<file path="config.mk">
export PLATFORM = sky130hd
export DESIGN_NAME = output_fifo_io
export DESIGN_NICKNAME = d
export VERILOG_FILES = /design/src/rtl/output_fifo_pkg.sv /design/src/rtl/output_fifo_mem.sv /design/src/rtl/output_fifo_io.sv
export SDC_FILE = /design/constraint.sdc
export NUM_CORES = 1
export LEC_CHECK = 0
export ABC_CLOCK_PERIOD_IN_PS = 5170
export CELL_PAD_IN_SITES_DETAIL_PLACEMENT = 1
export CELL_PAD_IN_SITES_GLOBAL_PLACEMENT = 1
export CORE_UTILIZATION = 40
export CTS_CLUSTER_SIZE = 14
export DETAILED_ROUTE_END_ITERATION = 12
export PLACE_DENSITY_LB_ADDON = 0.05
export REMOVE_ABC_BUFFERS = 1
export SETUP_SLACK_MARGIN = 0.4
export SYNTH_ARGS = -nofsm -noshare
export SYNTH_HDL_FRONTEND = slang
export SYNTH_SLANG_ARGS = --single-unit
</file>
<file path="constraint.sdc">
create_clock -name clk_clk -period 5.17 [get_ports clk_clk]
set_input_delay 1.034 -clock clk_clk [delete_from_list [all_inputs] [get_ports clk_clk]]
set_output_delay 1.034 -clock clk_clk [all_outputs]
set_load 0.01 [all_outputs]
</file>
<file path="src/rtl/output_fifo_pkg.sv">
// Shared constants for the output FIFO bridge: CSR word map, status/event bit
// positions and the status-vector helper used by the top and its reset logic.
package output_fifo_pkg;

    localparam int CSR_W  = 32;
    localparam int NUM_ST = 4;

    typedef enum logic [2:0] {
        CSR_LEVEL   = 3'd0,
        CSR_STATUS  = 3'd1,
        CSR_EVENT   = 3'd2,
        CSR_IENABLE = 3'd3,
        CSR_AF      = 3'd4,
        CSR_AE      = 3'd5,
        CSR_WRITES  = 3'd6,
        CSR_STALLS  = 3'd7
    } csr_addr_e;

    localparam int ST_FULL   = 0;
    localparam int ST_EMPTY  = 1;
    localparam int ST_AFULL  = 2;
    localparam int ST_AEMPTY = 3;

    function automatic logic [NUM_ST-1:0] calcStatus(input int level, input int af,
                                                     input int ae, input int depth);
        logic [NUM_ST-1:0] s;
        s            = '0;
        s[ST_FULL]   = (level == depth);
        s[ST_EMPTY]  = (level == 0);
        s[ST_AFULL]  = (level >= af);
        s[ST_AEMPTY] = (level <= ae);
        return s;
    endfunction

endpackage

</file>
<file path="src/rtl/output_fifo_mem.sv">
// Dual-port FIFO storage with wrapping read/write pointers, fill level and
// full/empty flags. The caller only pushes when not full and pops when not empty.
module output_fifo_mem #(
    parameter int DATA_W = 32,
    parameter int DEPTH  = 16,
    parameter int LVL_W  = $clog2(DEPTH) + 1
) (
    input  logic              clk_i,
    input  logic              rst_i,
    input  logic              push_i,
    input  logic              pop_i,
    input  logic [DATA_W-1:0] wdata_i,
    output logic [DATA_W-1:0] rdata_o,
    output logic [LVL_W-1:0]  level_o,
    output logic              full_o,
    output logic              empty_o
);
    localparam int PTR_W = $clog2(DEPTH);

    logic [DATA_W-1:0] mem_q [DEPTH];
    logic [PTR_W-1:0]  wrPtr_q, wrPtr_d;
    logic [PTR_W-1:0]  rdPtr_q, rdPtr_d;
    logic [LVL_W-1:0]  level_q, level_d;

    always_comb begin
        wrPtr_d = wrPtr_q;
        rdPtr_d = rdPtr_q;
        level_d = level_q;
        if (push_i) wrPtr_d = wrPtr_q + 1'b1;
        if (pop_i)  rdPtr_d = rdPtr_q + 1'b1;
        case ({push_i, pop_i})
            2'b10:   level_d = level_q + 1'b1;
            2'b01:   level_d = level_q - 1'b1;
            default: level_d = level_q;
        endcase
    end

    always_ff @(posedge clk_i or posedge rst_i) begin
        if (rst_i) begin
            wrPtr_q <= '0;
            rdPtr_q <= '0;
            level_q <= '0;
        end else begin
            wrPtr_q <= wrPtr_d;
            rdPtr_q <= rdPtr_d;
            level_q <= level_d;
        end
    end

    // Storage is not reset; stale contents are hidden by masking the head while empty.
    always_ff @(posedge clk_i) begin
        if (push_i) mem_q[wrPtr_q] <= wdata_i;
    end

    assign full_o  = (level_q == LVL_W'(DEPTH));
    assign empty_o = (level_q == '0);
    assign rdata_o = empty_o ? '0 : mem_q[rdPtr_q];
    assign level_o = level_q;

endmodule

</file>
<file path="src/rtl/output_fifo_io.sv">
// Avalon-MM write slave to Avalon-ST source FIFO bridge with CSRs, sticky W1C events and IRQ.
// Define OUTPUT_FIFO_STATS_EN to add accepted-write and stall counters at CSR 6/7.
module output_fifo_io
    import output_fifo_pkg::*;
#(
    parameter int DATA_W  = 32,
    parameter int DEPTH   = 16,
    parameter int AF_INIT = DEPTH - 2,
    parameter int AE_INIT = 1,
    parameter int LVL_W   = $clog2(DEPTH) + 1
) (
    input  logic              clk_clk,
    input  logic              reset_reset,
    input  logic [DATA_W-1:0] fifo_in_writedata,
    input  logic              fifo_in_write,
    output logic              fifo_in_waitrequest,
    input  logic [2:0]        fifo_in_csr_address,
    input  logic              fifo_in_csr_read,
    input  logic [CSR_W-1:0]  fifo_in_csr_writedata,
    input  logic              fifo_in_csr_write,
    output logic [CSR_W-1:0]  fifo_in_csr_readdata,
    output logic [DATA_W-1:0] fifo_out_data,
    output logic              fifo_out_valid,
    input  logic              fifo_out_ready,
    output logic              fifo_irq
);
    // Status at reset, so no edge is seen on the first cycle out of reset.
    localparam logic [NUM_ST-1:0] STATUS_RST = calcStatus(0, AF_INIT, AE_INIT, DEPTH);

    logic [LVL_W-1:0]  level;
    logic              full, empty, push, pop;
    logic [NUM_ST-1:0] status, statusPrev_q, event_q, event_d, evtClr;
    logic [NUM_ST-1:0] ienable_q, ienable_d;
    logic [LVL_W-1:0]  af_q, af_d, ae_q, ae_d;
    logic              irq_q;
    logic [CSR_W-1:0]  rdata_q, rdata_d;
    csr_addr_e         csrAddr;
    logic              unusedCsrBits;

    assign csrAddr       = csr_addr_e'(fifo_in_csr_address);
    assign unusedCsrBits = ^fifo_in_csr_writedata[CSR_W-1:LVL_W];

    assign push = fifo_in_write && !full;
    assign pop  = !empty && fifo_out_ready;

    output_fifo_mem #(
        .DATA_W (DATA_W),
        .DEPTH  (DEPTH),
        .LVL_W  (LVL_W)
    ) u_mem (
        .clk_i   (clk_clk),
        .rst_i   (reset_reset),
        .push_i  (push),
        .pop_i   (pop),
        .wdata_i (fifo_in_writedata),
        .rdata_o (fifo_out_data),
        .level_o (level),
        .full_o  (full),
        .empty_o (empty)
    );

    assign status = calcStatus(int'(level), int'(af_q), int'(ae_q), DEPTH);

`ifdef OUTPUT_FIFO_STATS_EN
    logic [CSR_W-1:0] writes_q, stalls_q;
    logic             clrWrites, clrStalls, stall;

    assign clrWrites = fifo_in_csr_write && (csrAddr == CSR_WRITES);
    assign clrStalls = fifo_in_csr_write && (csrAddr == CSR_STALLS);
    assign stall     = fifo_in_write && full;

    // Saturating counters; a CSR write clears and overrides a same-cycle increment.
    always_ff @(posedge clk_clk or posedge reset_reset) begin
        if (reset_reset) begin
            writes_q <= '0;
            stalls_q <= '0;
        end else begin
            if (clrWrites)                    writes_q <= '0;
            else if (push && writes_q != '1)  writes_q <= writes_q + 1'b1;
            if (clrStalls)                    stalls_q <= '0;
            else if (stall && stalls_q != '1) stalls_q <= stalls_q + 1'b1;
        end
    end
`endif

    always_comb begin
        ienable_d = ienable_q;
        af_d      = af_q;
        ae_d      = ae_q;
        evtClr    = '0;
        if (fifo_in_csr_write) begin
            case (csrAddr)
                CSR_EVENT:   evtClr    = fifo_in_csr_writedata[NUM_ST-1:0];
                CSR_IENABLE: ienable_d = fifo_in_csr_writedata[NUM_ST-1:0];
                CSR_AF:      af_d      = fifo_in_csr_writedata[LVL_W-1:0];
                CSR_AE:      ae_d      = fifo_in_csr_writedata[LVL_W-1:0];
                default:     evtClr    = '0;
            endcase
        end
        // Rising status edges set events after the clear is applied, so set wins.
        event_d = (event_q & ~evtClr) | (status & ~statusPrev_q);
    end

    always_comb begin
        rdata_d = '0;
        if (fifo_in_csr_read) begin
            case (csrAddr)
                CSR_LEVEL:   rdata_d = CSR_W'(level);
                CSR_STATUS:  rdata_d = CSR_W'(status);
                CSR_EVENT:   rdata_d = CSR_W'(event_q);
                CSR_IENABLE: rdata_d = CSR_W'(ienable_q);
                CSR_AF:      rdata_d = CSR_W'(af_q);
                CSR_AE:      rdata_d = CSR_W'(ae_q);
`ifdef OUTPUT_FIFO_STATS_EN
                CSR_WRITES:  rdata_d = writes_q;
                CSR_STALLS:  rdata_d = stalls_q;
`endif
                default:     rdata_d = '0;
            endcase
        end
    end

    always_ff @(posedge clk_clk or posedge reset_reset) begin
        if (reset_reset) begin
            statusPrev_q <= STATUS_RST;
            event_q      <= '0;
            ienable_q    <= '0;
            af_q         <= LVL_W'(AF_INIT);
            ae_q         <= LVL_W'(AE_INIT);
            irq_q        <= 1'b0;
            rdata_q      <= '0;
        end else begin
            statusPrev_q <= status;
            event_q      <= event_d;
            ienable_q    <= ienable_d;
            af_q         <= af_d;
            ae_q         <= ae_d;
            irq_q        <= |(event_d & ienable_d);
            rdata_q      <= rdata_d;
        end
    end

    assign fifo_in_waitrequest  = full;
    assign fifo_out_valid       = !empty;
    assign fifo_irq             = irq_q;
    assign fifo_in_csr_readdata = rdata_q;

endmodule

</file>
Yosys cells after proc, flatten, opt, wreduce, memory -nomap -nowiden

Memories as Yosys holds them, arrays and structs flattened.
Cells that the tools add are included.

Register bits: 68
Latch bits: 0
Bits in writable memories: 512
ROM bits: 0
Input port bits: 73
Output and inout bits: 67
Logic and storage cells: 53
Memories: 1

$add $sub $neg: 4
Multipliers: 0
Divide/modulo/power cells: 0
$lt $le $gt $ge: 2
Equality and inequality tests: 9
Shifts and indexed selects: 0
Multiplexer cells: 10
Bitwise operators: 6
Reduce and logical (&&, ||, !) cells: 11

Memories:

| memory      | words | bits a word | rd ports | clocked after Yosys merged registers in | wr ports | RTL line              | RTL |
|---|---|---|---|---|---|---|---|
| u_mem.mem_q | 16    | 32          | 1        | 0                                       | 1        | output_fifo_mem.sv:20 | `logic [DATA_W-1:0] mem_q [DEPTH];` |

Operators with widths:

| kind                  | number |
|---|---|
| $mux W32              | 1 |
| $pmux W5 S6           | 1 |
| $mux W4               | 4 |
| $and A4 B4 Y4         | 3 |
| $eq A5 B5 Y1 const B  | 2 |
| $logic_not A5 Y1      | 2 |
| $pmux W5 S2           | 1 |
| $add A4 B1 Y4 const B | 2 |
| $not A4 Y4            | 2 |
| $eq A3 B2 Y1 const B  | 2 |
| $eq A3 B3 Y1 const B  | 2 |
| $add A5 B1 Y5 const B | 1 |
| $ge A5 B5 Y1          | 1 |
| $le A5 B5 Y1          | 1 |
| $mux W5               | 1 |
| $sub A5 B1 Y5 const B | 1 |
| $or A4 B4 Y4          | 1 |
| $reduce_and A2 Y1     | 2 |
| $reduce_or A4 Y1      | 1 |
| $eq A3 B1 Y1 const B  | 1 |
| $logic_not A3 Y1      | 1 |
| $eq A2 B1 Y1 const B  | 1 |
| $eq A2 B2 Y1 const B  | 1 |
| $logic_and A1 B1 Y1   | 2 |
| other kinds (3)       | 5 |

Depth between registers and ports, before layout

Gate-level depths: netlist of the first run.

Word-level depth: 8
Mapped depth: 13
Depth with buffers taken out: 12

Hierarchy

From an unflattened synthesis of the first run, not the netlist that was laid out.

Cells, all modules: 1229
Area total of the unflattened synthesis: 22275.1 um2

By module, submodules not included:

| module          | instances | cells each | area an instance (um2) | sequential area each (um2) |
|---|---|---|---|---|
| output_fifo_mem | 1         | 1054       | 20537.2                | 15700.1 |
| output_fifo_io  | 1         | 175        | 1737.9                 | 708.2 |

Worst setup path after synthesis of the first run

Ideal clock, no wire load.

Kind: input-to-reg
From: input fifo_in_write
To: memory u_mem.mem_q[3][0], enable pin
Library setup time: 461 ps
Arrival: 3782 ps
Data required time: 4709 ps
Path slack: 927 ps
Stages: 4
Path buffers: 1
Cell sequence: and2_1 clkbuf_1 nand2_1 nor3_1

Longest elaborated chain between the ends: 3

RTL lines:

| what                          | RTL line              | RTL |
|---|---|---|
| start, declared               | output_fifo_io.sv:15  | `input logic fifo_in_write,` |
| $logic_and A1 B1 Y1           | output_fifo_io.sv:43  | `assign push = fifo_in_write && !full;` |
| $mux W1                       | output_fifo_mem.sv:52 | `if (push_i) mem_q[wrPtr_q] <= wdata_i;` |
| $mux W1 (implied by the code) | output_fifo_mem.sv:52 |  |
| end, declared                 | output_fifo_mem.sv:20 |  |

No other way between the ends.

Worst setup path in the final report of the first run

From: register u_mem.rdPtr_q[0]
To: output fifo_out_data[25]

Longest elaborated chain between the ends: 2

RTL lines:

| what                   | RTL line              | RTL |
|---|---|---|
| start, declared        | output_fifo_mem.sv:22 | `logic [PTR_W-1:0] rdPtr_q, rdPtr_d;` |
| start signal, assigned | output_fifo_mem.sv:45 | `rdPtr_q <= rdPtr_d;` |
| $mem_v2 Z16 W32        | --                    |  |
| $mux W32               | output_fifo_mem.sv:57 | `assign rdata_o = empty_o ? '0 : mem_q[rdPtr_q];` |
| end, declared          | output_fifo_io.sv:22  | `output logic [DATA_W-1:0] fifo_out_data,` |

No other way between the ends.

==> summary.txt, run 1 <==
Cells and area
  – Final instance area: 25700 µm²
  – Final Util: 47.7%
  – Layout Nets: 1234
  – Layout Area Growth over Synthesis: 17.5%
  – Most common cell after layout, fill and taps aside: edfxtp_1
  – Post-Layout Cell Count: 1884
  – Antenna Cells: 0
  – Share of layout cells above drive strength 1: 26.2%
  – Commonest non-fill, non-tap cells in the layout: edfxtp_1, mux4_2, clkdlybuf4s50_1

Critical path
  – Crit end category: output port
  – Crit path launch: u_mem.rdPtr_q[0]
  – Peak fanout along the critical path: 29
  – R2r worst-path depth: 10
  – Reg-to-reg setup timing slack: 1.91 ns
  – Crit path max-delay cell type: dfrtp_4
  – Startpoint type of the worst setup path: register
  – Crit-path max cell delay: 0.79 ns
  – Worst Path Arrival: 3.51 ns
  – Critical path cell sequence: buf_12, mux4_2, mux4_2, and2_1, clkdlybuf4s50_1
  – Delay-heaviest family, CP: multiplexers
  – Worst path bufs/invs: 2
  – CP dominant cell by count: mux4_2
  – RR Startpoint: u_mem.level_o[2]
  – Crit path required time: 4.14 ns
  – Crit Path Category: reg -> out
  – Endpoint of the worst-slack reg-to-reg timing path: u_mem.level_o[4]

Worst hold path
  – Hold Path End: event_q[0]
  – Hold path depth: 1
  – HP Class: reg -> reg
  – Hold path start: statusPrev_q[0]

Detailed routing
  – Initial detailed-routing violation count: 815
  – Drt wl/cell: 27.1 µm
  – Final wirelength: 51000 µm
  – # DRC: 0
  – Final ANT Viol Nets: 0
  – Vias after detailed routing: 10100
  – Vias per cell: 5.35
  – Drt first pass iters: 5

Die
  – Row cnt: 85
  – # IOs: 140
  – Core area: 53900 µm²
  – Initial core utilization: 40.6%
  – Die area: 55700 µm²
  – Overall die width: 236 µm
  – Vert. Die Dim: 236 µm

Placed design
  – Gpl congestion: 0.728
  – DP Area: 23800 µm²
  – Placed cell count: 1776
  – Setup WS pre-CTS: 1.19 ns
  – DP HPWL: 28300 µm
  – IO buf count: 85

Clocking
  – H-tree depth: 2
  – Clock root buffer: clkbuf_16
  – Worst-skew pair later-pin latency: 0.61 ns
  – Num CTS Buffers: 59
  – CTS tree: done
  – # resized after CTS: 0
  – Max Buffers Root-to-Sink: 3
  – Clock Pin Slew Worst Setup and Hold Paths: 0.06 ns
  – Postcts setup bufs: 0
  – Hold-fix buffers, CTS: 0
  – Sink Count: 553

Timing
  – Crit path time final: 4.55 ns
  – Endpoints failing setup: 0
  – Crit share post-route: 88.0%
  – Fmax: 220 MHz
  – Max-slew headroom: 29.5%
  – Worst-Margin Slew: 1.06 ns
  – Max-slew violation count: 0
  – Hold Vio Cnt, Final: 0
  – Worst hold margin: 0.446 ns
  – Final setup margin: 0.622 ns
  – RSZ-0062 raised after global routing: false
  – Setup Skew: 0.0123 ns

Synth
  – Yosys top cell by area: edfxtp_1
  – Mean Syn Cell Area: 21.6 µm²
  – Seq/Total Area, Yosys: 74.9%
  – Async S/R FF share, synth: 7.41%
  – Post-synth top area share: 70.2%
  – Area contributors post-synth: edfxtp_1, mux4_2, dfrtp_1
  – Synthesized area: 21900 µm²
  – Primary FF master, synth: edfxtp_1
  – Gate Count Post-Synth: 1012
  – Synth warnings: 0
  – EDFF count, synth: 512
  – Yosys reg bits: 553
  – Post-synth cell types: 44

Power
  – Peak supply drop: 312 µV
  – Power density cells: 559 nW/µm²
  – Pleak: 8.36 nW

Global route
  – Gr usage total: 18.8%
  – Total gr overflow: 0
  – Initial antenna violation count: 3
  – First-pass GRT wire length: 75700 µm
  – Largest net degree at the start of global routing: 50
  – Vias in the first global route: 11000

Run status
  – Outcome: completed

Job
  – Max-capacitance violation count: 0
-- flip-flops by register name, indices dropped and copies added, names as in the netlist --
signal and flops:
fifo_irq 1, u_mem.rdPtr_q 4, af_q 5, u_mem.level_o 5
ae_q 5, u_mem.wrPtr_q 4, statusPrev_q 4, u_mem.mem_q 512
fifo_in_csr_readdata 5, ienable_q 4, event_q 4
-- how the worst max path moves through the flow --
stage               depth (start not counted)           endpoint  slack [ns]
floorplan                                   3   fifo_out_data[0]       -2.16
global placement                            5  fifo_out_data[15]        1.20
detailed placement                          5  fifo_out_data[25]        1.19
CTS                                         5  fifo_out_data[25]        0.53
global route                                5  fifo_out_data[10]        0.45
finish                                      5  fifo_out_data[25]        0.62
-- synth_stat cells, drive strengths merged (2+ instances only) --
master,count
mux2,10
nand2,30
clkbuf,26
a21oi,6
o2bb2ai,2
nor2,19
a22oi,5
and3,3
a21o,2
ha,19
and2,34
dfstp,6
nor3,5
inv,21
xnor2,6
mux2i,6
o21ai,21
xor2,4
nor2b,5
nand4,2
nand2b,6
edfxtp,512
mux4,160
a31oi,2
buf,50
dfrtp,35
-- through the flow --
step | setup TNS [ns] | power, mW
5_1_grt | 0 | 15.1
2_1_floorplan | -70.99 | 8.81
4_1_cts | 0 | 14.7
3_3_place_gp | 0 | 10.4
3_5_place_dp | 0 | 10.5
6_report | 0 | 14.4
-- cell type report --
class                           instances  area [µm²]
Clock buffer                           74        1580
Sequential cell                       553       16400
Inverter                               21        78.8
Timing Repair Buffer                  118        1270
Tap cell                              696         871
Fill cell                            4815       28200
Clock inverter                         34         324
Multi-Input combinational cell        388        5180
-- report_power, final --
group,switching [mW],internal (mW)
Clock,1.72,2.44
Combinational,1.94,2.36
Sequential,0.495,5.43
Total,4.15,10.2
-- kinds of logic (layout without fill, tap and decap cells) --
group,after synthesis,count (layout),share of synthesized area [%]
flops,553,553,74.9
simple gates,111,111,2.63
other cells,1,27,0.0171
buf+inv,97,247,2.35
xor+xnor,10,10,0.400
fa+ha+maj,20,20,1.18
compound gates,44,44,1.22
mux,176,176,17.2
-- layer usage --
metal | share of wire (%) | track usage, % | vias up
met5 | 0.055 | 0 | -
met3 | 3.7 | 3.09 | 70
met4 | 1.9 | 4.46 | 4
met2 | 50 | 31.0 | 203
li1 | - | - | 4371
met1 | 45 | 26.2 | 5423
Power figures use the tool's default switching activity.
==> run 2, diff against run 1 <==
- CAP_MARGIN: not set -> 25
==> results of run 2 <==
The final DEF is identical to that of run 1; final timing and power are the same.
